`config.mk`:
```
export PLATFORM = sky130hd
export DESIGN_NAME = i3c_sda_drive_ctrl_flat
export DESIGN_NICKNAME = d
export VERILOG_FILES = /design/src/rtl/i3c_sda_drive_ctrl_if.sv /design/src/rtl/i3c_sda_drive_ctrl.sv /design/src/flat_wrapper.sv
export SDC_FILE = /design/constraint.sdc
export NUM_CORES = 1
export LEC_CHECK = 0
export CAP_MARGIN = 20
export CORE_MARGIN = 8
export CORE_UTILIZATION = 53
export DETAILED_ROUTE_END_ITERATION = 8
export GPL_TIMING_DRIVEN = 0
export PLACE_DENSITY = 0.88
export SYNTH_ARGS = -nofsm -noshare
export SYNTH_HDL_FRONTEND = slang
export SYNTH_SLANG_ARGS = --single-unit
```
`constraint.sdc`:
```
create_clock -name clk_i -period 2.7 [get_ports clk_i]
set_clock_uncertainty 0.15 [all_clocks]
set_input_delay 0.405 -clock clk_i [delete_from_list [all_inputs] [get_ports clk_i]]
set_output_delay 0.405 -clock clk_i [all_outputs]
set_load 0.02 [all_outputs]
```
`src/rtl/i3c_sda_drive_ctrl_if.sv`:
```
// i3c_sda_drive_ctrl_if: command handshake, timing configuration and
// driver-cell enables between the bus FSMs and the SDA/SCL drive controller.
// master = bus FSM side, slave = drive controller side.
interface i3c_sda_drive_ctrl_if #(
  parameter int DeadTimeW = 4,
  parameter int HandoffW  = 8
);
  logic                 cmd_valid_i;
  logic                 cmd_ready_o;
  logic [1:0]           cmd_i;
  logic                 cmd_pp_i;
  logic [DeadTimeW-1:0] dead_time_i;
  logic [HandoffW-1:0]  handoff_time_i;
  logic                 bus_i;
  logic                 conflict_clr_i;
  logic                 pull_up_en_o;
  logic                 pull_down_en_o;
  logic                 drive_en_o;
  logic                 busy_o;
  logic                 conflict_o;

  modport master (
    output cmd_valid_i, cmd_i, cmd_pp_i, dead_time_i, handoff_time_i,
           bus_i, conflict_clr_i,
    input  cmd_ready_o, pull_up_en_o, pull_down_en_o, drive_en_o,
           busy_o, conflict_o
  );

  modport slave (
    input  cmd_valid_i, cmd_i, cmd_pp_i, dead_time_i, handoff_time_i,
           bus_i, conflict_clr_i,
    output cmd_ready_o, pull_up_en_o, pull_down_en_o, drive_en_o,
           busy_o, conflict_o
  );
endinterface

```
`src/rtl/i3c_sda_drive_ctrl.sv`:
```
// i3c_sda_drive_ctrl: sequences pull-up / pull-down enables of one push-pull
// driver cell with break-before-make dead time, open-drain mode and the
// drive-high-then-release handoff used at T-bit / ACK turnaround.
// Optional: define I3C_SDA_DRIVE_CONFLICT_CHECK_EN to flag a driven-high
// line that reads back low (sticky conflict_o). Undefined: conflict_o = 0.
module i3c_sda_drive_ctrl #(
  parameter int DeadTimeW = 4,
  parameter int HandoffW  = 8
) (
  input logic                   clk_i,
  input logic                   rst_ni,
  i3c_sda_drive_ctrl_if.slave   bus_if
);

  localparam logic [1:0] CMD_RELEASE = 2'b00;
  localparam logic [1:0] CMD_LOW     = 2'b01;
  localparam logic [1:0] CMD_HIGH    = 2'b10;
  localparam logic [1:0] CMD_HANDOFF = 2'b11;

  typedef enum logic [2:0] {
    ST_HIZ,
    ST_LOW,
    ST_HIGH,
    ST_DEAD,
    ST_HANDOFF
  } state_t;

  state_t               r_state, w_next_state;
  state_t               r_target, w_next_target;
  logic [DeadTimeW-1:0] r_dead_cnt, w_next_dead_cnt;
  logic [HandoffW-1:0]  r_ho_cnt, w_next_ho_cnt;
  logic                 r_pu, r_pd, r_drive_en, r_ready, r_busy;

  logic                 w_accept;
  logic [1:0]           w_eff_cmd;
  logic                 w_dead_needed;
  logic [HandoffW-1:0]  w_ho_load;

  // Open-drain never drives high: high-type commands collapse to release.
  assign w_eff_cmd = (!bus_if.cmd_pp_i && bus_if.cmd_i[1]) ? CMD_RELEASE : bus_if.cmd_i;
  assign w_accept  = bus_if.cmd_valid_i && r_ready;
  // A zero handoff time still gives one high cycle.
  assign w_ho_load = (bus_if.handoff_time_i == '0) ? HandoffW'(1) : bus_if.handoff_time_i;
  assign w_dead_needed = (bus_if.dead_time_i != '0);

  // State register and registered driver enables, derived from the next state
  always_ff @(posedge clk_i) begin
    if (!rst_ni) begin
      r_state    <= ST_HIZ;
      r_target   <= ST_HIZ;
      r_dead_cnt <= '0;
      r_ho_cnt   <= '0;
      r_pu       <= 1'b0;
      r_pd       <= 1'b0;
      r_drive_en <= 1'b0;
      r_ready    <= 1'b1;
      r_busy     <= 1'b0;
    end else begin
      r_state    <= w_next_state;
      r_target   <= w_next_target;
      r_dead_cnt <= w_next_dead_cnt;
      r_ho_cnt   <= w_next_ho_cnt;
      r_pu       <= (w_next_state == ST_HIGH) || (w_next_state == ST_HANDOFF);
      r_pd       <= (w_next_state == ST_LOW);
      r_drive_en <= (w_next_state == ST_HIGH) || (w_next_state == ST_HANDOFF) ||
                    (w_next_state == ST_LOW);
      r_ready    <= (w_next_state == ST_HIZ) || (w_next_state == ST_LOW) ||
                    (w_next_state == ST_HIGH);
      r_busy     <= (w_next_state == ST_DEAD) || (w_next_state == ST_HANDOFF);
    end
  end

  // Next-state logic: command decode in ready states, countdown in busy states
  always_comb begin
    w_next_state    = r_state;
    w_next_target   = r_target;
    w_next_dead_cnt = r_dead_cnt;
    w_next_ho_cnt   = r_ho_cnt;
    unique case (r_state)
      ST_HIZ, ST_LOW, ST_HIGH: begin
        if (w_accept) begin
          unique case (w_eff_cmd)
            CMD_RELEASE: w_next_state = ST_HIZ;
            CMD_LOW: begin
              if ((r_state == ST_HIGH) && w_dead_needed) begin
                w_next_state    = ST_DEAD;
                w_next_target   = ST_LOW;
                w_next_dead_cnt = bus_if.dead_time_i;
              end else begin
                w_next_state = ST_LOW;
              end
            end
            CMD_HIGH: begin
              if ((r_state == ST_LOW) && w_dead_needed) begin
                w_next_state    = ST_DEAD;
                w_next_target   = ST_HIGH;
                w_next_dead_cnt = bus_if.dead_time_i;
              end else begin
                w_next_state = ST_HIGH;
              end
            end
            CMD_HANDOFF: begin
              if ((r_state == ST_LOW) && w_dead_needed) begin
                w_next_state    = ST_DEAD;
                w_next_target   = ST_HANDOFF;
                w_next_dead_cnt = bus_if.dead_time_i;
              end else begin
                w_next_state  = ST_HANDOFF;
                w_next_ho_cnt = w_ho_load;
              end
            end
            default: w_next_state = ST_HIZ;
          endcase
        end
      end
      ST_DEAD: begin
        if (r_dead_cnt <= DeadTimeW'(1)) begin
          w_next_dead_cnt = '0;
          w_next_state    = r_target;
          if (r_target == ST_HANDOFF) begin
            w_next_ho_cnt = w_ho_load;
          end
        end else begin
          w_next_dead_cnt = r_dead_cnt - DeadTimeW'(1);
        end
      end
      ST_HANDOFF: begin
        if (r_ho_cnt <= HandoffW'(1)) begin
          w_next_ho_cnt = '0;
          w_next_state  = ST_HIZ;
        end else begin
          w_next_ho_cnt = r_ho_cnt - HandoffW'(1);
        end
      end
      default: w_next_state = ST_HIZ;
    endcase
  end

  assign bus_if.pull_up_en_o   = r_pu;
  assign bus_if.pull_down_en_o = r_pd;
  assign bus_if.drive_en_o     = r_drive_en;
  assign bus_if.cmd_ready_o    = r_ready;
  assign bus_if.busy_o         = r_busy;

`ifdef I3C_SDA_DRIVE_CONFLICT_CHECK_EN
  logic r_settled;
  logic r_conflict;

  // Marks the second and later cycles of a state so the line has time to rise
  always_ff @(posedge clk_i) begin
    if (!rst_ni) begin
      r_settled <= 1'b0;
    end else begin
      r_settled <= (w_next_state == r_state);
    end
  end

  // Sticky conflict flag: clear wins over a same-cycle set
  always_ff @(posedge clk_i) begin
    if (!rst_ni) begin
      r_conflict <= 1'b0;
    end else if (bus_if.conflict_clr_i) begin
      r_conflict <= 1'b0;
    end else if (((r_state == ST_HIGH) || (r_state == ST_HANDOFF)) &&
                 r_settled && !bus_if.bus_i) begin
      r_conflict <= 1'b1;
    end
  end

  assign bus_if.conflict_o = r_conflict;
`else
  logic w_unused_conflict_inputs;
  assign w_unused_conflict_inputs = bus_if.bus_i ^ bus_if.conflict_clr_i;
  assign bus_if.conflict_o = 1'b0;
`endif

endmodule

```
`src/flat_wrapper.sv`:
```
// flat-port wrapper written by rule: the top's interface ports become plain ports
module i3c_sda_drive_ctrl_flat 
#(
  parameter int DeadTimeW = 4,
  parameter int HandoffW  = 8
)
  (clk_i, rst_ni, bus_if_cmd_valid_i, bus_if_cmd_i, bus_if_cmd_pp_i, bus_if_dead_time_i, bus_if_handoff_time_i, bus_if_bus_i, bus_if_conflict_clr_i, bus_if_cmd_ready_o, bus_if_pull_up_en_o, bus_if_pull_down_en_o, bus_if_drive_en_o, bus_if_busy_o, bus_if_conflict_o);
  i3c_sda_drive_ctrl_if #(.DeadTimeW(DeadTimeW), .HandoffW(HandoffW)) bus_if_i ();
  input logic clk_i;
  input logic rst_ni;
  input wire logic [$bits(bus_if_i.cmd_valid_i)-1:0] bus_if_cmd_valid_i;
  input wire logic [$bits(bus_if_i.cmd_i)-1:0] bus_if_cmd_i;
  input wire logic [$bits(bus_if_i.cmd_pp_i)-1:0] bus_if_cmd_pp_i;
  input wire logic [$bits(bus_if_i.dead_time_i)-1:0] bus_if_dead_time_i;
  input wire logic [$bits(bus_if_i.handoff_time_i)-1:0] bus_if_handoff_time_i;
  input wire logic [$bits(bus_if_i.bus_i)-1:0] bus_if_bus_i;
  input wire logic [$bits(bus_if_i.conflict_clr_i)-1:0] bus_if_conflict_clr_i;
  output wire logic [$bits(bus_if_i.cmd_ready_o)-1:0] bus_if_cmd_ready_o;
  output wire logic [$bits(bus_if_i.pull_up_en_o)-1:0] bus_if_pull_up_en_o;
  output wire logic [$bits(bus_if_i.pull_down_en_o)-1:0] bus_if_pull_down_en_o;
  output wire logic [$bits(bus_if_i.drive_en_o)-1:0] bus_if_drive_en_o;
  output wire logic [$bits(bus_if_i.busy_o)-1:0] bus_if_busy_o;
  output wire logic [$bits(bus_if_i.conflict_o)-1:0] bus_if_conflict_o;
  assign bus_if_i.cmd_valid_i = bus_if_cmd_valid_i;
  assign bus_if_i.cmd_i = bus_if_cmd_i;
  assign bus_if_i.cmd_pp_i = bus_if_cmd_pp_i;
  assign bus_if_i.dead_time_i = bus_if_dead_time_i;
  assign bus_if_i.handoff_time_i = bus_if_handoff_time_i;
  assign bus_if_i.bus_i = bus_if_bus_i;
  assign bus_if_i.conflict_clr_i = bus_if_conflict_clr_i;
  assign bus_if_cmd_ready_o = bus_if_i.cmd_ready_o;
  assign bus_if_pull_up_en_o = bus_if_i.pull_up_en_o;
  assign bus_if_pull_down_en_o = bus_if_i.pull_down_en_o;
  assign bus_if_drive_en_o = bus_if_i.drive_en_o;
  assign bus_if_busy_o = bus_if_i.busy_o;
  assign bus_if_conflict_o = bus_if_i.conflict_o;
  i3c_sda_drive_ctrl #(.DeadTimeW(DeadTimeW), .HandoffW(HandoffW)) u_core (.clk_i(clk_i), .rst_ni(rst_ni), .bus_if(bus_if_i));
endmodule
```
==> results.toml, run 1 <==
[floorplanning]
die_area_um2 = 5000
io_pins = 26
initial_utilization_pct = 53.8
core_area_um2 = 2950
chipHeight_um = 70.7
die_x_um = 70.7
rows = 20

[timing]
tns_ns = 0
finalCritPeriodShare_pct = 90.3
drv_slew = 0
fin_crit_ns = 2.44
rsz0062_at_grt = "false"
fmax_mhz = 410
relSlewSlack_pct = 62.1
setup_violations = 0
fin_ws_ns = 0.261
tightest_slew_ns = 0.567
hold_viol_final = 0

[yosys]
yosys_warnings = 0
avgSynthCellArea_um2 = 8.18
syn_inst = 194
yosys.area.top_type = "dfxtp_1"
synth_ff_type = "dfxtp_1"
synthArstFlopShare_pct = 0
yosysMostFrequentCell = "dfxtp_1"
synth_compound_area_share_pct = 31.1
synth_xor_area_share_pct = 0.552
syn_area_um2 = 1590
synth_top_cell_area_share_pct = 29.0
synth-edff-count = 0
netlist_top_cells_area = "dfxtp_1, a21oi_1, nand2_1"
synth_simple_gate_area_share_pct = 28.7
synth_seq_cells = 23
yosys.area_share.adder_pct = 3.15
synth_cell_types = 62
synthMuxAreaShare_pct = 1.89
yosysSeqAreaShare_pct = 29.0
syn_nets = 218
synth_top_family_by_area = "compound AO/OA/AOI/OAI gates"
yosys-top-cells-count = "dfxtp_1, nand2_1, nor2_1"

[worst_setup_path]
rr_endpoint = "u_core.bus_if.busy_o"
worstReg2RegStart = "u_core.r_ho_cnt[0]"
path_cells = "clkdlybuf4s50_1, or4_1, buf_2, o41ai_2, nand2b_1, buf_2, a221oi_1, a211oi_1"
crit_path_top_delay_cell = "or4_1"
cp_max_fo = 8
cp-start-kind = "primary input"
worstSetupEndpoint = "u_core.r_ho_cnt[1]"
rrSetupSlack_ns = 0.38
required_ns = 2.73
rr_worst_depth = 7
crit_arrival_ns = 2.47
crit_path_frequent_cell = "buf_2"
end_kind = "register"
critical_path.max_stage_delay_ns = 0.52
crit_type = "in2reg"
crit_start = "bus_if_dead_time_i[1]"

[power]
vdd_drop_max_uv = 253
finalPower_mw = 0.679
powerDensity_nw_per_um2 = 362
p_leak_nw = 0.688

[hold_path]
hold_class = "reg2reg"
hp-start = "u_core.r_ho_cnt[6]"

[clock_network]
holdBufCountCts = 0
cts_buffer_depth = 2
cts_inserted_buffers = 3
clkTransAtPathRegs_ns = 0.13
cts_max_level = 1
cts_root_buf = "clkbuf_4"
insertion_delay_ns = 0.31
clock_sinks = 23
cts_setup_buffers = 0
cts_tree = "built"
ctsResizeCount = 0

[routing]
drc = 0
via_per_inst = 6.14
drtIter0Drc = 111
drtPass1Iterations = 4
ant_nets = 0
post_drt_wl_per_cell_um = 14.8
vias = 1554
wl_um = 3730

[global_route]
grt_pass1_wl_um = 6490
antenna_found_initial = 0
grt_pass1_vias = 1466
track_usage_pct = 15.3
overflow = 0
grt_max_degree = 14

[placed_design]
routabilityCongestion = 0.971
dp_hpwl_um = 2900
dp_slack_ns = -0.0599
place_inst = 249
io_buffers = 22

[final_layout]
stdcell_count = 253
syn_to_final_growth_pct = 18.2
final_nets = 245
utilization_pct = 63.6
layout-drive-gt1-share_pct = 10.9
num_antenna_cells = 0

[outcome]
status = "complete, no violations"

[job]
max_cap_violations = 0
## cell type report
class / count / area (um^2)
Clock inverter: 1 / 5.00
Timing Repair Buffer: 22 / 220
Clock buffer: 3 / 22.5
Fill cell: 261 / 1080
Buffer: 10 / 47.5
Sequential cell: 23 / 460
Tap cell: 33 / 41.3
Inverter: 10 / 37.5
Multi-Input combinational cell: 151 / 1040
## cell families (layout without fill, tap and decap cells)
logic type                 Yosys count  count (layout)
adders and majority gates            4               4
muxes                                3               3
DFF                                 23              23
xor gates and xnor gates             1               1
buffers and inverters               20              46
other                                1               1
AOI/OAI and AO/OA                   60              60
and+or+nand+nor                     82              82
## worst min path at each step
stage / slack (ns) / cells after the start / end
detailed placement: 0.31 / 2 / u_core.r_ho_cnt[6]
floorplan: 0.28 / 2 / u_core.r_ho_cnt[6]
global placement: 0.30 / 2 / u_core.r_ho_cnt[6]
finish: 0.32 / 2 / u_core.r_ho_cnt[6]
CTS: 0.32 / 2 / u_core.r_ho_cnt[6]
global route: 0.37 / 2 / u_core.r_ho_cnt[6]
## flip-flops by register name, indices dropped and copies added (netlist names)
signal / cells
u_core.bus_if.pull_up_en_o: 1
u_core.bus_if.drive_en_o: 1
u_core.r_dead_cnt: 4
u_core.bus_if.busy_o: 1
u_core.r_target: 3
u_core.bus_if.cmd_ready_o: 1
u_core.bus_if.pull_down_en_o: 1
u_core.r_ho_cnt: 8
u_core.r_state: 3
## layout by cell type (no fill, tap or decap), types with 2 or more instances in the layout
cell type / n
a211oi_1: 4
a21o_1: 2
a21oi_1: 17
a32oi_1: 2
and4b_1: 2
buf_2: 5
clkbuf_1: 4
clkbuf_4: 3
clkdlybuf4s50_1: 22
dfxtp_1: 23
ha_1: 4
inv_1: 9
mux2i_1: 3
nand2_1: 20
nand2b_1: 4
nand3_1: 4
nand3b_1: 2
nand4b_1: 3
nor2_1: 19
nor3_1: 6
nor4_1: 3
nor4bb_1: 2
o211a_1: 2
o21ai_0: 4
o22ai_1: 5
o32ai_1: 3
o41ai_1: 3
or2_2: 2
or3_1: 2
## worst max-delay path: cells and delay by family
family	cells	cell delay (ns)
AOI/OAI and AO/OA	3	0.64
buffers and inverters	3	0.81
and+or+nand+nor	2	0.61
## metrics by stage
step           hold slack [ns]  cell area (um^2)
5_1_grt                  0.372              1880
4_1_cts                  0.324              1880
3_3_place_gp             0.299              1850
2_1_floorplan            0.284              1590
6_report                 0.320              1880
3_5_place_dp             0.306              1850
## metal layers
layer,vias to the layer above,share of wire [%],global-route usage [%]
met4,0,2.0,5.54
li1,780,-,-
met2,49,45,24.7
met1,715,47,19.3
met5,-,0,0
met3,10,5.8,3.39
## power by group
group	total [mW]	leakage (nW)	internal (mW)	switching (mW)
clock	0.156	0.0177	0.0553	0.101
sequential	0.360	0.186	0.350	0.00974
combinational	0.163	0.484	0.0717	0.0909
(Power assumes the default switching activity.)
==> inputs of run 2 (changes only) <==
--- a/config.mk
+++ b/config.mk
@@ -5,12 +5,13 @@
 export SDC_FILE = /design/constraint.sdc
 export NUM_CORES = 1
 export LEC_CHECK = 0
+export ABC_AREA = 1
 export CAP_MARGIN = 20
 export CORE_MARGIN = 8
 export CORE_UTILIZATION = 53
 export DETAILED_ROUTE_END_ITERATION = 8
 export GPL_TIMING_DRIVEN = 0
-export PLACE_DENSITY = 0.88
+export PLACE_DENSITY = 0.89
 export SYNTH_ARGS = -nofsm -noshare
 export SYNTH_HDL_FRONTEND = slang
 export SYNTH_SLANG_ARGS = --single-unit
==> results.toml, run 2 <==
[placed_design]
dp_hpwl_um = 2800
routabilityCongestion = 0.894
io_buffers = 22
placed_area_um2 = 1820

[timing]
tns_ns = 0
hold_viol_final = 0
finalCritPeriodShare_pct = 72.9
fmax_mhz = 508
hold_ws_ns = 0.353
drv_slew = 0
setup_violations = 0
rsz0062_at_grt = "false"
fin_crit_ns = 1.97

[routing]
drtIter0Drc = 100
vias = 1612
post_drt_wl_per_cell_um = 11.2
wl_um = 3510
ant_nets = 0
via_per_inst = 5.15
drc = 0
drtPass1Iterations = 4

[yosys]
synth_compound_area_share_pct = 14.3
netlist_top_cells_area = "dfxtp_1, nand2_1, inv_1"
synth_top_cell_area_share_pct = 29.5
syn_inst = 256
yosys-top-cells-count = "nand2_1, inv_1, nor2_1"
synth_ff_type = "dfxtp_1"
avgSynthCellArea_um2 = 6.09
yosys_warnings = 0
synth_seq_cells = 23
synth_xor_area_share_pct = 2.25
synthArstFlopShare_pct = 0
synth_top_family_by_area = "simple AND/OR/NAND/NOR gates"
synthMuxAreaShare_pct = 0
syn_nets = 280
synth_cell_types = 27
yosysSeqAreaShare_pct = 29.5
yosys.area.top_type = "dfxtp_1"
synth_simple_gate_area_share_pct = 37.6
synth-edff-count = 0
syn_area_um2 = 1560
yosysMostFrequentCell = "nand2_1"
yosys.area_share.adder_pct = 3.21

[worst_setup_path]
cp_max_fo = 5
rr_endpoint = "u_core.bus_if.drive_en_o"
rrSetupSlack_ns = 0.73
end_kind = "register"
rr_worst_depth = 14
worstReg2RegStart = "u_core.r_ho_cnt[0]"
crit_type = "reg2reg"
required_ns = 2.78
cp-start-kind = "register"
crit_arrival_ns = 2.05

[floorplanning]
initial_utilization_pct = 56.1
io_pins = 26
die_area_um2 = 4930
die_x_um = 70.2
rows = 19
chipHeight_um = 70.2
core_area_um2 = 2780

[hold_path]
hold_class = "reg2reg"
hp-start = "u_core.r_target[0]"
worstHoldPathCells = 2
min_to = "u_core.r_target[0]"

[power]
vdd_drop_max_uv = 335
powerDensity_nw_per_um2 = 382
p_leak_nw = 0.959

[global_route]
grt_pass1_wl_um = 6290
track_usage_pct = 14.6
grt_max_degree = 14
overflow = 0
antenna_found_initial = 0
grt_pass1_vias = 1529

[final_layout]
syn_to_final_growth_pct = 18.4
largest_reg_flops = 8
layout_common_cells = "nand2_1, inv_1, nor2_1"
fill_cells = 257
num_antenna_cells = 0
final_nets = 307
fin_area_um2 = 1850
largest_registers = "u_core.r_ho_cnt x8, u_core.r_dead_cnt x4"
final_common_cell = "nand2_1"
regMostFlops = "u_core.r_ho_cnt"
layout-drive-gt1-share_pct = 9.57

[clock_network]
holdBufCountCts = 0
clkTransAtPathRegs_ns = 0.14
cts_max_level = 1
ctsResizeCount = 0
clock_sinks = 23
cts_buffer_depth = 2
cts_setup_buffers = 0
cts_inserted_buffers = 3
cts_tree = "built"
cts_root_buf = "clkbuf_4"
insertion_delay_ns = 0.32

[outcome]
status = "complete, no violations"

[job]
max_cap_violations = 0
[run 2: changes by cell type in the layout (fill, tap and decap cells not counted), moves of 4 or more]
cell      before  now
nor2_2         0    5
inv_2          0    5
nor3_1         6    0
nand2_1       20   74
a21oi_1       17   12
nand2_2        0    5
inv_1          9   39
nand2b_1       4    0
nand3_1        4   13
clkbuf_1       4    0
nor2_1        19   39
buf_2          5    0
o21ai_0        4   15
[run 2: cells by family after synthesis]
group	Yosys count
other	1
buffers and inverters	48
flip-flops	23
adder cells (fa/ha/maj)	4
AO/OA/AOI/OAI	36
AND/OR/NAND/NOR	140
XOR/XNOR	4
[run 2: through the flow]
step           instances  utilization [%]  total power, mW  worst slack, ns
2_1_floorplan        256                -            0.488             1.03
3_3_place_gp         309             65.4            0.540            0.586
3_5_place_dp         309             65.4            0.545            0.582
4_1_cts              313             66.4            0.709            0.740
5_1_grt              313             66.4            0.748            0.570
6_report             313             66.4            0.705            0.730
[run 2: area by class of cell]
type                            instances  area [um^2]  area share [%]
Multi-Input combinational cell        185          897            48.6
Tap cell                               31         38.8            2.10
Timing Repair Buffer                   22          220            11.9
Buffer                                  3         32.5            1.76
Clock inverter                          1         5.00           0.271
Inverter                               45          169            9.15
Sequential cell                        23          460            24.9
Clock buffer                            3         22.5            1.22
[run 2: routing by layer]
metal | GRT usage [%] | wire [um] | up-vias
met1 | 17.6 | 1660 | 727
met4 | 6.25 | 67 | 0
met3 | 4.24 | 182 | 6
met2 | 23.4 | 1600 | 40
met5 | 0 | 0 | -
li1 | - | - | 839
[run 2: worst max-delay path by stage]
stage	from	endpoint	slack [ns]	cells past startpoint
6_report	u_core.r_ho_cnt[0]	u_core.bus_if.drive_en_o	0.73	14
5_1_grt	u_core.r_ho_cnt[0]	u_core.bus_if.drive_en_o	0.57	14
4_1_cts	u_core.r_ho_cnt[0]	u_core.bus_if.drive_en_o	0.74	14
3_5_place_dp	bus_if_cmd_i[1]	u_core.bus_if.drive_en_o	0.58	13
3_3_place_gp	bus_if_cmd_i[1]	u_core.bus_if.drive_en_o	0.59	13
2_1_floorplan	u_core.r_ho_cnt[0]	u_core.bus_if.drive_en_o	1.03	13
[run 2: power by group]
part	switching (mW)	total [mW]	internal (mW)
registers	0.0107	0.365	0.354
clock network	0.110	0.166	0.0555
logic	0.100	0.174	0.0740
[run 2: worst max-delay path: stages (launching register included)]
cell and delay (ns):
dfxtp_1 0.38, inv_1 0.10, ha_1 0.25, inv_1 0.08
nand2_1 0.05, nand2_1 0.11, nor2_1 0.05, nor2_1 0.29
nor2_1 0.08, nand2_1 0.08, nor2_1 0.04, nand2_1 0.05
nand2_1 0.05, nand2_1 0.07, nand2_1 0.04
==> inputs of run 3 (changes only) <==
--- a/config.mk
+++ b/config.mk
@@ -8,10 +8,10 @@
 export ABC_AREA = 1
 export CAP_MARGIN = 20
 export CORE_MARGIN = 8
-export CORE_UTILIZATION = 53
+export CORE_UTILIZATION = 48
 export DETAILED_ROUTE_END_ITERATION = 8
 export GPL_TIMING_DRIVEN = 0
-export PLACE_DENSITY = 0.89
+export PLACE_DENSITY = 0.85
 export SYNTH_ARGS = -nofsm -noshare
 export SYNTH_HDL_FRONTEND = slang
 export SYNTH_SLANG_ARGS = --single-unit
==> constraint.sdc (replaced) <==
create_clock -name clk_i -period 1.6 [get_ports clk_i]
set_clock_uncertainty 0.15 [all_clocks]
set_input_delay 0.24 -clock clk_i [delete_from_list [all_inputs] [get_ports clk_i]]
set_output_delay 0.24 -clock clk_i [all_outputs]
set_load 0.02 [all_outputs]
==> results.toml, run 3 (synthesis results as in run 2) <==
[global_route]
grt_pass1_vias = 1626
grt_pass1_wl_um = 6710
antenna_found_initial = 0
grt_max_degree = 14
track_usage_pct = 15.6
overflow = 0

[clock_network]
cts_root_buf = "clkbuf_4"
insertion_delay_ns = 0.34
cts_inserted_buffers = 3
clock_sinks = 23
clkTransAtPathRegs_ns = 0.14
cts_buffer_depth = 2
cts_tree = "built"
cts_max_level = 1

[routing]
post_drt_wl_per_cell_um = 12.7
ant_nets = 0
drtIter0Drc = 135
via_per_inst = 5.08
wl_um = 4320
drc = 0
drtPass1Iterations = 5
vias = 1727

[timing]
setup_violations = 14
rsz0062_at_grt = "true"
finalCritPeriodShare_pct = 107
fmax_mhz = 584
tns_ns = -0.860
hold_viol_final = 0
hold_ws_ns = 0.338
drv_slew = 0
fin_crit_ns = 1.71
fin_ws_ns = -0.113

[floorplanning]
core_area_um2 = 3080
initial_utilization_pct = 50.7
die_x_um = 73.0
chipHeight_um = 73.0
io_pins = 26
die_area_um2 = 5330
rows = 20

[final_layout]
final_nets = 321
syn_to_final_growth_pct = 43.9
stdcell_count = 340
utilization_pct = 72.9
largest_reg_flops = 8
fin_area_um2 = 2240
final_common_cell = "nand2_1"
layout_common_cells = "nand2_1, inv_1, nor2_1"
num_antenna_cells = 0
largest_registers = "u_core.r_ho_cnt x8, u_core.r_dead_cnt x4"
layout-drive-gt1-share_pct = 33.1
regMostFlops = "u_core.r_ho_cnt"

[outcome]
violations = "negative setup slack"
status = "finished with violations"

[power]
p_leak_nw = 1.07
vdd_drop_max_uv = 359
powerDensity_nw_per_um2 = 577

[worst_setup_path]
cp.depth = 9
crit_arrival_ns = 1.80
crit_type = "reg2reg"
rr_endpoint = "u_core.r_ho_cnt[3]"
critPathTopFamily = "simple AND/OR/NAND/NOR gates"
crit_start = "u_core.r_state[0]"
rrSetupSlack_ns = -0.11
path_cells = "nand2_2, nand2_2, nor2_1, clkinv_1, o2111ai_4, buf_6, nand2_4, nand2_2, nor2_2"
required_ns = 1.69
crit_path_top_delay_cell = "dfxtp_4"
rr_worst_depth = 9
crit_path_frequent_cell = "nand2_2"
critical_path_buf_inv_count = 2
worstSetupEndpoint = "u_core.r_ho_cnt[3]"
cp_max_fo = 5
cp-start-kind = "register"
worstReg2RegStart = "u_core.r_state[0]"
end_kind = "register"
critical_path.max_stage_delay_ns = 0.40

[placed_design]
io_buffers = 22
placed_area_um2 = 1860
dp_hpwl_um = 2880
routabilityCongestion = 0.919
place_inst = 322

[job]
max_cap_violations = 0

[hold_path]
worstHoldPathCells = 2
hp-start = "u_core.r_target[2]"
hold_class = "reg2reg"
-- run 3: changes by cell type in the layout (fill, tap and decap cells not counted), moves of 7 or more --
cell | previous run | this run
nor2_4 | 1 | 9
buf_4 | 1 | 13
dfxtp_1 | 23 | 16
nand2_1 | 74 | 55
inv_1 | 39 | 30
nand2_2 | 5 | 19
nor2_1 | 39 | 29
o21ai_0 | 15 | 8
-- run 3: tightest hold or removal path, stage by stage, from the launching register on --
cell     delay (ns)
dfxtp_1        0.35
inv_1          0.06
a21oi_1        0.05
-- run 3: metrics by stage --
step                setup slack [ns]  power, mW
finish                        -0.113       1.29
detailed placement            -0.377      0.931
CTS                          -0.0870       1.25
global route                  -0.239       1.37
floorplan                   -0.00882      0.832
global placement              -0.329      0.921
-- run 3: repair_timing --
action / CTS / global route
cloned: 1 / 0
setup buffers: 9 / 4
hold buffers: 0 / 0
resized for setup: 39 / 53
setup endpoints to repair: 19 / 20
pin swaps: 16 / 17
-- run 3: worst min-delay path by stage --
stage,endpoint,slack (ns)
final,u_core.r_target[2],0.34
after global routing,u_core.r_target[1],0.36
after CTS,u_core.r_target[2],0.34
after detailed placement,u_core.r_target[2],0.32
after global placement,u_core.r_target[2],0.32
after floorplan,u_core.r_dead_cnt[1],0.23
-- run 3: final cells by class --
cell class | count | area (um^2)
Clock inverter | 1 | 5.00
Fill cell | 245 | 835
Clock buffer | 3 | 22.5
Timing Repair Buffer | 36 | 327
Multi-Input combinational cell | 185 | 1140
Buffer | 3 | 32.5
Sequential cell | 23 | 482
Tap cell | 44 | 55.1
Inverter | 45 | 184
-- run 3: report_power, final --
| part | internal (mW) | total (mW) | switching, mW |
|---|---|---|---|
| sequential | 0.593 | 0.616 | 0.0233 |
| clock | 0.0942 | 0.291 | 0.197 |
| combinational | 0.167 | 0.387 | 0.221 |
| total | 0.854 | 1.29 | 0.441 |
-- run 3: layer usage --
metal	vias to the layer above	share of wire (%)	global-route usage [%]
met1	792	39	16.5
met5	-	0	0
li1	870	-	-
met3	13	6.1	3.57
met2	52	52	28.6
met4	0	2.5	6.44
